File: config.mk
export PLATFORM = sky130hd
export DESIGN_NAME = reg5_arbiter
export DESIGN_NICKNAME = d
export VERILOG_FILES = /design/src/rtl/reg5_arbiter_pkg.sv /design/src/rtl/reg5_arbiter_rr_pick.sv /design/src/rtl/reg5_arbiter.sv
export SDC_FILE = /design/constraint.sdc
export NUM_CORES = 1
export LEC_CHECK = 0
export CAP_MARGIN = 5
export CORE_ASPECT_RATIO = 0.7
export CORE_MARGIN = 8
export CORE_UTILIZATION = 35
export DETAILED_ROUTE_END_ITERATION = 6
export GPL_TIMING_DRIVEN = 0
export PLACE_DENSITY = 0.65
export SLEW_MARGIN = 5
export SYNTH_ARGS = -nofsm -noshare
export SYNTH_HDL_FRONTEND = slang
export SYNTH_SLANG_ARGS = --single-unit
File: constraint.sdc
create_clock -name clk -period 2.2 [get_ports clk]
set_input_delay 0.55 -clock clk [delete_from_list [all_inputs] [get_ports clk]]
set_output_delay 0.55 -clock clk [all_outputs]
set_load 0.05 [all_outputs]
File: src/rtl/reg5_arbiter_pkg.sv
// Shared definitions for the three-requester arbiter that feeds the 5-bit shared register.
// Holds the state encodings, default sizes and small index helpers.
package reg5_arbiter_pkg;

  localparam int N_REQ        = 3;
  localparam int DEF_WIDTH    = 5;
  localparam int DEF_HOLD_MAX = 8;

  typedef logic [1:0] idx_t;

  typedef enum logic [1:0] {
    IDLE     = 2'b00,
    LOAD     = 2'b01,
    WAIT_REL = 2'b10
  } state_t;

  // Requester index that is 'offset' positions after 'base', wrapping modulo N_REQ.
  function automatic idx_t wrap_idx(input idx_t base, input int offset);
    return idx_t'((int'(base) + offset) % N_REQ);
  endfunction

  function automatic idx_t onehot_to_idx(input logic [N_REQ-1:0] oh);
    idx_t r = '0;
    for (int i = 0; i < N_REQ; i++) begin
      if (oh[i]) r = idx_t'(i);
    end
    return r;
  endfunction

endpackage

File: src/rtl/reg5_arbiter_rr_pick.sv
// Rotating-priority pick: the requester just after 'last' has top priority.
// Pure combinational; returns a one-hot winner, or zero when nothing is requested.
module rr_pick
  import reg5_arbiter_pkg::*;
(
  input  logic [N_REQ-1:0] req,
  input  idx_t             last,
  output logic [N_REQ-1:0] winner
);

  idx_t cand;

  // Walk from lowest to highest priority so the highest-priority hit is written last.
  always_comb begin
    winner = '0;
    cand   = '0;
    for (int i = N_REQ; i >= 1; i--) begin
      cand = wrap_idx(last, i);
      if (req[cand]) begin
        winner       = '0;
        winner[cand] = 1'b1;
      end
    end
  end

endmodule

File: src/rtl/reg5_arbiter.sv
// Round-robin arbiter granting one of three requesters access to a shared register:
// one LOAD cycle drives ld, then the grant is held until release or a forced timeout.
module reg5_arbiter
  import reg5_arbiter_pkg::*;
#(
  parameter int WIDTH    = DEF_WIDTH,
  parameter int HOLD_MAX = DEF_HOLD_MAX
) (
  input  logic             clk,
  input  logic             rst,
  input  logic [N_REQ-1:0] req,
  input  logic [WIDTH-1:0] din0,
  input  logic [WIDTH-1:0] din1,
  input  logic [WIDTH-1:0] din2,
  output logic [N_REQ-1:0] gnt,
  output logic             ld,
  output logic [WIDTH-1:0] data_out,
  output logic             busy,
  output logic             timeout
);

  localparam int CNT_W = $clog2(HOLD_MAX + 1);

  state_t           state, state_next;
  logic [N_REQ-1:0] gnt_next;
  logic             ld_next;
  logic             timeout_next;
  logic [CNT_W-1:0] cnt, cnt_next;
  idx_t             last, last_next;
  logic [N_REQ-1:0] pick;
  logic             owner_req;

  rr_pick u_rr_pick (
    .req    (req),
    .last   (last),
    .winner (pick)
  );

  assign owner_req = |(req & gnt);
  assign busy      = (state != IDLE);

  always_ff @(posedge clk) begin
    if (rst) begin
      state   <= IDLE;
      gnt     <= '0;
      ld      <= 1'b0;
      timeout <= 1'b0;
      cnt     <= '0;
      last    <= idx_t'(N_REQ - 1);
    end else begin
      state   <= state_next;
      gnt     <= gnt_next;
      ld      <= ld_next;
      timeout <= timeout_next;
      cnt     <= cnt_next;
      last    <= last_next;
    end
  end

  // The registered outputs are computed one cycle ahead, alongside the next state.
  always_comb begin
    state_next   = state;
    gnt_next     = gnt;
    ld_next      = 1'b0;
    timeout_next = 1'b0;
    cnt_next     = cnt;
    last_next    = last;
    case (state)
      IDLE: begin
        gnt_next = '0;
        cnt_next = '0;
        if (|req) begin
          state_next = LOAD;
          gnt_next   = pick;
          ld_next    = 1'b1;
        end
      end
      LOAD: begin
        state_next = WAIT_REL;
        cnt_next   = '0;
      end
      WAIT_REL: begin
        // A voluntary release takes precedence over the hold limit.
        if (!owner_req) begin
          state_next = IDLE;
          gnt_next   = '0;
          last_next  = onehot_to_idx(gnt);
        end else if (cnt == CNT_W'(HOLD_MAX - 1)) begin
          state_next   = IDLE;
          gnt_next     = '0;
          last_next    = onehot_to_idx(gnt);
          timeout_next = 1'b1;
        end else begin
          cnt_next = cnt + 1'b1;
        end
      end
      default: begin
        state_next = IDLE;
        gnt_next   = '0;
      end
    endcase
  end

  always_comb begin
    data_out = '0;
    case (gnt)
      3'b001:  data_out = din0;
      3'b010:  data_out = din1;
      3'b100:  data_out = din2;
      default: data_out = '0;
    endcase
  end

endmodule

==> results of run 1 <==
routing by layer:
layer	up-vias	GRT usage, %	part of all wire (%)
li1	448	-	-
met1	385	15.4	47
met2	24	16.7	47
met3	2	3.15	5.9
met4	0	4.44	0.79
met5	-	0	0
sequential cells by signal, indices dropped and copies added, names as in the netlist:
register	cells
cnt	4
gnt	3
last	2
state	2
ld	1
timeout	1
per-stage QoR:
step	instances	power [µW]
6_report	173	687
5_1_grt	173	726
4_1_cts	172	682
3_3_place_gp	168	540
2_1_floorplan	105	438
3_5_place_dp	168	541
synthesized netlist by cell type:
cell / count
nor2b_1: 3
xnor2_1: 1
nor3_1: 4
o21ai_0: 10
buf_2: 2
ha_1: 5
nor2_2: 1
a21o_1: 3
mux2i_2: 1
nor3b_1: 1
o31ai_1: 1
o2111ai_1: 1
a31oi_1: 2
a22oi_1: 5
mux2i_1: 5
a21oi_1: 3
a222oi_1: 1
and3b_1: 1
or2_2: 1
o2bb2ai_1: 1
xor2_1: 2
nand3_1: 1
nand4_1: 1
nor3_2: 1
inv_1: 5
o22ai_1: 1
a211oi_1: 1
clkbuf_1: 1
nor2_1: 7
a32o_1: 1
nand2b_1: 5
nand2_1: 12
dfxtp_1: 13
nand3b_1: 1
nor4b_1: 1
repair_timing:
action                     4_1_cts  5_1_grt
setup endpoints to repair        6       12
buffers inserted                 0        1
gates resized for setup         30       12
pin swaps                        0        1
cells by family (layout without fill, tap and decap cells):
group	count (synthesis)	after routing
AND/OR/NAND/NOR	40	40
AO/OA/AOI/OAI	30	30
flip-flops	13	13
buffers and inverters	8	42
multiplexers	6	6
adder cells (fa/ha/maj)	5	5
XOR/XNOR	3	3
cell type report:
cell class / count / area, µm² / area share, %
Buffer: 3 / 16.3 / 1.32
Clock buffer: 3 / 22.5 / 1.83
Clock inverter: 1 / 5.00 / 0.407
Inverter: 5 / 18.8 / 1.52
Multi-Input combinational cell: 84 / 578 / 47.0
Sequential cell: 13 / 262 / 21.2
Tap cell: 34 / 42.5 / 3.46
Timing Repair Buffer: 30 / 287 / 23.3
critical path: stages:
cell	delay (ns)
clkdlybuf4s50_1	0.61
a222oi_1	0.16
buf_4	0.17
nor3_2	0.39
mux2i_2	0.14
nor2_2	0.18
o2bb2ai_1	0.13
how the worst max path moves through the flow:
stage | start | end | slack, ns
after floorplan | gnt[2] | data_out[0] | -0.20
after global placement | din0[4] | data_out[4] | -0.43
after detailed placement | gnt[2] | data_out[0] | -0.45
after CTS | gnt[1] | gnt[1] | 0.01
after global routing | req[0] | gnt[2] | -0.008
final | req[0] | gnt[2] | 0.09
where the power goes:
group          switching, µW  leakage [µW]  internal, µW
Combinational            165      0.000380           113
Clock                   76.5     0.0000177          67.4
Sequential              16.9      0.000106           248
Total                    259      0.000504           428
==> flow_metrics.env, run 1 <==
export IMPL_worst_slew_pin_slew_ns=0.515
export IMPL_pre_cts_ws_ns=-0.446
export IMPL_synth_top_area_share_pct=30.6
export IMPL_critPathKind="primary input to flip-flop"
export IMPL_finalWirelength_um=2410
export IMPL_status="complete, no violations"
export IMPL_synth_compound_area_share_pct=23.1
export IMPL_clk_path_buf_depth=2
export IMPL_grt_pass1_wl_um=3880
export IMPL_die_x_um=74.9
export IMPL_die_area_um2=4280
export IMPL_period_share_pct=96.0
export IMPL_r2r_end="gnt[0]"
export IMPL_cellPowerDensity_nw_per_um2=558
export IMPL_hold_depth=2
export IMPL_start_util_pct=35.6
export IMPL_drt_iter0_drc=67
export IMPL_regToRegSetupSlack_ns=0.41
export IMPL_min_to="cnt[3]"
export IMPL_synth_mux_area_share_pct=7.51
export IMPL_cts_buffers=3
export IMPL_grt_total_usage_pct=11.5
export IMPL_fin_area_um2=1230
export IMPL_worstPathArrival_ns=2.32
export IMPL_synth_simple_gate_area_share_pct=24.4
export IMPL_setup_viol=0
export IMPL_synthAdderAreaFrac_pct=7.36
export IMPL_min_period_ns=2.11
export IMPL_htreeDepth=1
export IMPL_ctsHoldBuffers=0
export IMPL_die_h_um=57.2
export IMPL_avgSynthCellArea_um2=8.09
export IMPL_drc_errors=0
export IMPL_cp_start_kind="primary input"
export IMPL_layout_drive_gt1_share_pct=14.4
export IMPL_syn_area_um2=850
export IMPL_synthesis_nets=130
export IMPL_syn2layout_area_growth_pct=44.9
export IMPL_core_um2=2380
export IMPL_synth_xor_area_share_pct=3.09
export IMPL_ant_nets=0
export IMPL_routabilityCongestion=0.912
export IMPL_vias_per_cell=4.97
export IMPL_hold_start="cnt[3]"
export IMPL_critPathMaxFanout=7
export IMPL_layout_common_cells="clkdlybuf4s50_1 (22), nand2_1 (12), dfxtp_1 (12)"
export IMPL_synth_cell_type_count=35
export IMPL_synth_area_leaders="dfxtp_1 (31%), ha_1 (7.4%), mux2i_1 (5.9%)"
export IMPL_placed_area_um2=1180
export IMPL_diodes=0
export IMPL_mostFrequentLayoutCell="clkdlybuf4s50_1"
export IMPL_relSlewSlack_pct=65.5
export IMPL_fp_row_count=15
export IMPL_cts_tree="built"
export IMPL_clock_latency_ns=0.27
export IMPL_fin_ws_ns=0.0875
export IMPL_drt_first_pass_iters=4
export IMPL_antenna_found_initial=0
export IMPL_whs_ns=0.516
export IMPL_grt_overflow_total=0
export IMPL_hp_class="flip-flop to flip-flop"
export IMPL_cp_end_kind="flip-flop"
export IMPL_worstRegToRegCells=7
export IMPL_dp_hpwl_um=1940
export IMPL_syn_inst=105
export IMPL_final_util_pct=51.7
export IMPL_rr_startpoint="last[0]"
export IMPL_vias=859
export IMPL_n_fill_cell=239
export IMPL_cts_num_sinks=13
export IMPL_routedWlPerCell_um=13.9
export IMPL_final_setup_tns_ns=0
export IMPL_cts_root_buf="clkbuf_4"
export IMPL_skew_ns=0.00376
export IMPL_yosys_warnings=0
export IMPL_fmax_ghz=0.473
export IMPL_final_max_slew_viol_count=0
export IMPL_io_pins=31
export IMPL_synth_seq_cells=13
export IMPL_cap_violations=0
export IMPL_portBuffers=29
export IMPL_finalHoldViolations=0
export IMPL_static_leakage_power_uw=0.000504
export IMPL_nets=165
export IMPL_grt_pass1_vias=813
export IMPL_clk_pin_slew_worst_paths_ns=0.08
export IMPL_yosys_area_top_type="dfxtp_1"
export IMPL_peakVddDrop_mv=0.350
export IMPL_synth_top_family_by_area="simple AND/OR/NAND/NOR gates"
export IMPL_grt_max_degree=11
export IMPL_critical_path_required_ns=2.41
export IMPL_yosysSeqAreaShare_pct=30.6
Power figures use the tool's default switching activity.
==> inputs of run 2 (changes only) <==
--- a/config.mk
+++ b/config.mk
@@ -11,7 +11,7 @@
 export CORE_UTILIZATION = 35
 export DETAILED_ROUTE_END_ITERATION = 6
 export GPL_TIMING_DRIVEN = 0
-export PLACE_DENSITY = 0.65
+export PLACE_DENSITY = 0.68
 export SLEW_MARGIN = 5
 export SYNTH_ARGS = -nofsm -noshare
 export SYNTH_HDL_FRONTEND = slang
==> constraint.sdc (replaced) <==
create_clock -name clk -period 1.8 [get_ports clk]
set_input_delay 0.45 -clock clk [delete_from_list [all_inputs] [get_ports clk]]
set_output_delay 0.45 -clock clk [all_outputs]
set_load 0.05 [all_outputs]
==> run 2 against run 1 <==
The run now ends with negative setup slack left. Critical path depth fell by 3. Clock skew rose by 0.0069 ns. Cell count rose by 1.2%. Power rose by 31%. Highest routed layer is now met3.
==> flow_metrics.env, run 2 (synthesized netlist as in run 1, its figures left out) <==
export IMPL_drc_errors=0
export IMPL_largest_register="cnt"
export IMPL_cap_violations=0
export IMPL_skew_ns=0.0107
export IMPL_ant_nets=0
export IMPL_relSlewSlack_pct=66.4
export IMPL_die_h_um=57.2
export IMPL_fmax_ghz=0.539
export IMPL_peakVddDrop_mv=0.433
export IMPL_routabilityCongestion=0.830
export IMPL_whs_ns=0.530
export IMPL_max_stage_delay_ns=0.39
export IMPL_diodes=0
export IMPL_fp_row_count=15
export IMPL_rr_startpoint="last[0]"
export IMPL_final_max_slew_viol_count=0
export IMPL_cp_end_kind="output port"
export IMPL_dp_hpwl_um=1850
export IMPL_drt_first_pass_iters=4
export IMPL_clock_latency_ns=0.28
export IMPL_cp_start_kind="flip-flop"
export IMPL_finalHoldViolations=0
export IMPL_grt_max_degree=10
export IMPL_mostFrequentLayoutCell="clkdlybuf4s50_1"
export IMPL_finalWirelength_um=2560
export IMPL_htreeDepth=1
export IMPL_cts_tree="built"
export IMPL_vias=913
export IMPL_ctsHoldBuffers=0
export IMPL_syn2layout_area_growth_pct=62.0
export IMPL_core_um2=2380
export IMPL_fin_area_um2=1380
export IMPL_die_x_um=74.9
export IMPL_violations="negative setup slack"
export IMPL_cts_root_buf="clkbuf_4"
export IMPL_critPathKind="flip-flop to output port"
export IMPL_fin_ws_ns=-0.0562
export IMPL_hold_start="cnt[3]"
export IMPL_nets=167
export IMPL_crit_path_cell_trace="nor3b_4, nand2_2, o21ai_4, buf_6"
export IMPL_largest_register_ffs=4
export IMPL_status="finished, violations left"
export IMPL_portBuffers=29
export IMPL_layout_drive_gt1_share_pct=30.5
export IMPL_worstPathArrival_ns=1.41
export IMPL_cp_startpoint="gnt[1]"
export IMPL_largestRegisters="cnt (4), gnt (3)"
export IMPL_drt_iter0_drc=28
export IMPL_grt_overflow_total=0
export IMPL_worst_path_max_delay_cell="dfxtp_4"
export IMPL_static_leakage_power_uw=0.000549
export IMPL_grt_pass1_wl_um=4140
export IMPL_grt_pass1_vias=912
export IMPL_clk_path_buf_depth=2
export IMPL_start_util_pct=35.6
export IMPL_layout_common_cells="clkdlybuf4s50_1 (16), dfxtp_1 (10), nand2_1 (7)"
export IMPL_antenna_found_initial=0
export IMPL_die_area_um2=4280
export IMPL_cellPowerDensity_nw_per_um2=656
export IMPL_rsz0062_at_grt="true"
export IMPL_period_share_pct=103
export IMPL_critical_path_required_ns=1.35
export IMPL_hp_class="flip-flop to flip-flop"
export IMPL_cts_buffers=3
export IMPL_critPathMaxFanout=6
export IMPL_vias_per_cell=5.22
export IMPL_worst_slew_pin_slew_ns=0.506
export IMPL_grt_total_usage_pct=11.9
export IMPL_io_pins=31
export IMPL_placed_area_um2=1250
export IMPL_clk_pin_slew_worst_paths_ns=0.08
export IMPL_cts_num_sinks=13
export IMPL_routedWlPerCell_um=14.6
export IMPL_min_period_ns=1.86
export IMPL_setup_viol=5
## run 2: routing by layer
layer  share of wire, %  GRT usage, %  vias to the layer above  wire length [µm]
met3                 11          5.94                        0               287
li1                   -             -                      449                 -
met1                 44          14.3                      423              1120
met2                 45          18.6                       41              1150
met5                  0             0                        -                 0
met4                  0          1.94                        0                 0
## run 2: final cells by class
cell class	count	area, µm²
clock buffer	4	26.3
fill	232	1010
multi-input combinational	84	691
tap	34	42.5
buffer	2	8.76
sequential	13	269
inverter	5	21.3
timing repair buffer	33	318
## run 2: power by group
part | leakage (µW) | switching (µW) | internal [µW]
clock network | 0.0000150 | 93.8 | 86.0
logic | 0.000426 | 227 | 169
registers | 0.000108 | 23.4 | 304
total | 0.000549 | 344 | 558
## run 2: worst max-delay path, delay by kind of cell (launching register included)
kind | cells | cell delay [ns]
DFF | 1 | 0.39
and+or+nand+nor | 2 | 0.48
buffers and inverters | 1 | 0.17
AOI/OAI and AO/OA | 1 | 0.08
## run 2: timing repair
item | CTS | global route
setup buffers | 2 | 2
gates resized for setup | 57 | 17
pin swaps | 4 | 8
setup endpoints to repair | 19 | 13
## run 2: path summary, 6_finish.rpt
kind                                     to  slack [ns]  cells past startpoint
worst max-delay path            data_out[3]       -0.06                      4
worst min-delay path                 cnt[3]        0.53                      2
worst max register to register       gnt[0]        0.13                      7
worst min register to register       cnt[3]        0.53                      2
## run 2: per-stage QoR
stage	worst slack [ns]	total power, µW	utilization, %	instances	TNS (ns)
2_1_floorplan	0.0280	560	-	105	0
3_3_place_gp	-0.618	680	52.4	168	-6.81
3_5_place_dp	-0.630	684	52.4	168	-6.83
4_1_cts	-0.0925	888	56.3	174	-0.335
5_1_grt	-0.122	949	57.7	175	-0.543
6_report	-0.0562	903	57.7	175	-0.260
==> inputs of run 3 (changes only) <==
--- a/config.mk
+++ b/config.mk
@@ -12,6 +12,7 @@
 export DETAILED_ROUTE_END_ITERATION = 6
 export GPL_TIMING_DRIVEN = 0
 export PLACE_DENSITY = 0.68
+export REMOVE_ABC_BUFFERS = 1
 export SLEW_MARGIN = 5
 export SYNTH_ARGS = -nofsm -noshare
 export SYNTH_HDL_FRONTEND = slang
==> run 3 against run 2 <==
The flow still finishes with violations (negative setup slack). Combinational power fell by 12%. Maximum frequency rose by 3.1%. Routed wire length fell by 7.9%. Highest routed layer unchanged. Critical endpoint is now data_out[1]. Worst hold slack got worse by 0.010 ns. Critical path depth did not move. Cell area fell by 7.9%. Clock skew fell by 0.010 ns. Register-to-register slack barely moved. Global-route usage fell by 0.94 points.
==> flow_metrics.env, run 3 (synthesized netlist as in run 1, its figures left out) <==
export IMPL_cp_end_kind="output port"
export IMPL_grt_pass1_wl_um=3820
export IMPL_cp_startpoint="din0[1]"
export IMPL_p_sw_share_pct=37.2
export IMPL_placedCellCount=166
export IMPL_drc_errors=0
export IMPL_power_internal_uw=535
export IMPL_antenna_found_initial=0
export IMPL_fin_cells=173
export IMPL_cts_num_sinks=13
export IMPL_cp_start_kind="primary input"
export IMPL_fin_ws_ns=-0.0000416
export IMPL_ant_nets=0
export IMPL_clk_pin_slew_worst_paths_ns=0.07
export IMPL_vias=882
export IMPL_fin_area_um2=1270
export IMPL_syn2layout_area_growth_pct=49.2
export IMPL_cts_buffers=3
export IMPL_grt_pass1_vias=836
export IMPL_min_period_ns=1.80
export IMPL_hold_start="cnt[3]"
export IMPL_critPathMaxFanout=1
export IMPL_critPathKind="primary input to output port"
export IMPL_period_share_pct=100
export IMPL_skew_ns=0.000638
export IMPL_finalWirelength_um=2360
export IMPL_drt_iter0_drc=37
export IMPL_cellPowerDensity_nw_per_um2=672
export IMPL_rsz0062_at_grt="true"
export IMPL_worstPathArrival_ns=1.35
export IMPL_die_x_um=74.9
export IMPL_portBuffers=30
export IMPL_grt_max_degree=12
export IMPL_die_area_um2=4280
export IMPL_ctsHoldBuffers=0
export IMPL_io_pins=31
export IMPL_routabilityCongestion=0.861
export IMPL_p_comb_share_pct=41.1
export IMPL_htreeDepth=1
export IMPL_pwr_share_clk_pct=20.5
export IMPL_seq_power_share_pct=38.4
export IMPL_rr_startpoint="last[0]"
export IMPL_vias_per_cell=5.10
export IMPL_violations="negative setup slack"
export IMPL_cts_root_buf="clkbuf_4"
export IMPL_static_leakage_power_uw=0.000529
export IMPL_fp_row_count=15
export IMPL_cts_tree="built"
export IMPL_worst_slew_pin_slew_ns=0.518
export IMPL_clock_latency_ns=0.27
export IMPL_setup_viol=1
export IMPL_power_switching_uw=317
export IMPL_start_util_pct=35.6
export IMPL_largest_register_ffs=4
export IMPL_peakVddDrop_mv=0.458
export IMPL_critical_path_required_ns=1.35
export IMPL_status="finished, violations left"
export IMPL_final_util_pct=53.2
export IMPL_core_um2=2380
export IMPL_diodes=0
export IMPL_final_max_slew_viol_count=0
export IMPL_dp_hpwl_um=1860
export IMPL_pre_cts_ws_ns=-0.690
export IMPL_clk_path_buf_depth=2
export IMPL_grt_total_usage_pct=10.9
export IMPL_relSlewSlack_pct=65.6
export IMPL_largestRegisters="cnt (4), gnt (3)"
export IMPL_layout_common_cells="clkdlybuf4s50_1 (15), nand2_1 (12), dfxtp_1 (10)"
export IMPL_placed_area_um2=1180
export IMPL_nets=165
export IMPL_routedWlPerCell_um=13.6
export IMPL_layout_drive_gt1_share_pct=18.0
export IMPL_cap_violations=0
export IMPL_fmax_ghz=0.556
export IMPL_finalHoldViolations=0
export IMPL_drt_first_pass_iters=4
export IMPL_power_uw=852
export IMPL_largest_register="cnt"
export IMPL_die_h_um=57.2
export IMPL_grt_overflow_total=0
export IMPL_hp_class="flip-flop to flip-flop"
export IMPL_mostFrequentLayoutCell="clkdlybuf4s50_1"
==> run 3: metal layers <==
layer / global-route usage (%) / vias to the layer above / wire length, µm
met5: 0 / - / 0
met4: 0.833 / 0 / 0
met3: 5.07 / 0 / 365
met2: 17.0 / 36 / 1020
met1: 13.8 / 400 / 972
li1: - / 446 / -
==> run 3: worst max-delay path, cell delays in order <==
cell and delay (ns):
clkdlybuf4s50_1 0.46, a22oi_1 0.08, o21ai_1 0.17, buf_6 0.18
==> run 3: area by class of cell <==
class	count	area (µm²)
clock buffer	4	26.3
fill	237	1120
inverter	5	18.8
multi-input combinational	84	592
sequential	13	272
tap	34	42.5
timing repair buffer	33	317
==> run 3: stage by stage <==
| stage | hold slack (ns) | setup TNS, ns |
|---|---|---|
| 6_report | 0.520 | -0.0000416 |
| 5_1_grt | 0.550 | -0.368 |
| 4_1_cts | 0.522 | -0.0346 |
| 2_1_floorplan | 0.472 | -4.36 |
| 3_5_place_dp | 0.502 | -7.20 |
| 3_3_place_gp | 0.494 | -7.02 |
==> run 3: worst paths after layout <==
check	endpoint	slack, ns	depth (start not counted)
max reg2reg	gnt[0]	0.13	7
min	cnt[3]	0.52	2
max	data_out[1]	-0.00004	4
min reg2reg	cnt[3]	0.52	2
==> run 3: power by group through the flow <==
stage	combinational, µW	sequential (µW)	clock [µW]
2_1_floorplan	176	354	0
3_3_place_gp	326	327	0
3_5_place_dp	330	329	0
4_1_cts	342	327	178
5_1_grt	374	331	194
6_report	350	327	175
==> run 3: repair_timing <==
action                                  CTS  global route
pin swaps                                 4             2
resized for setup                        65            10
endpoints found under the setup margin   20            13
buffers inserted                          3             0
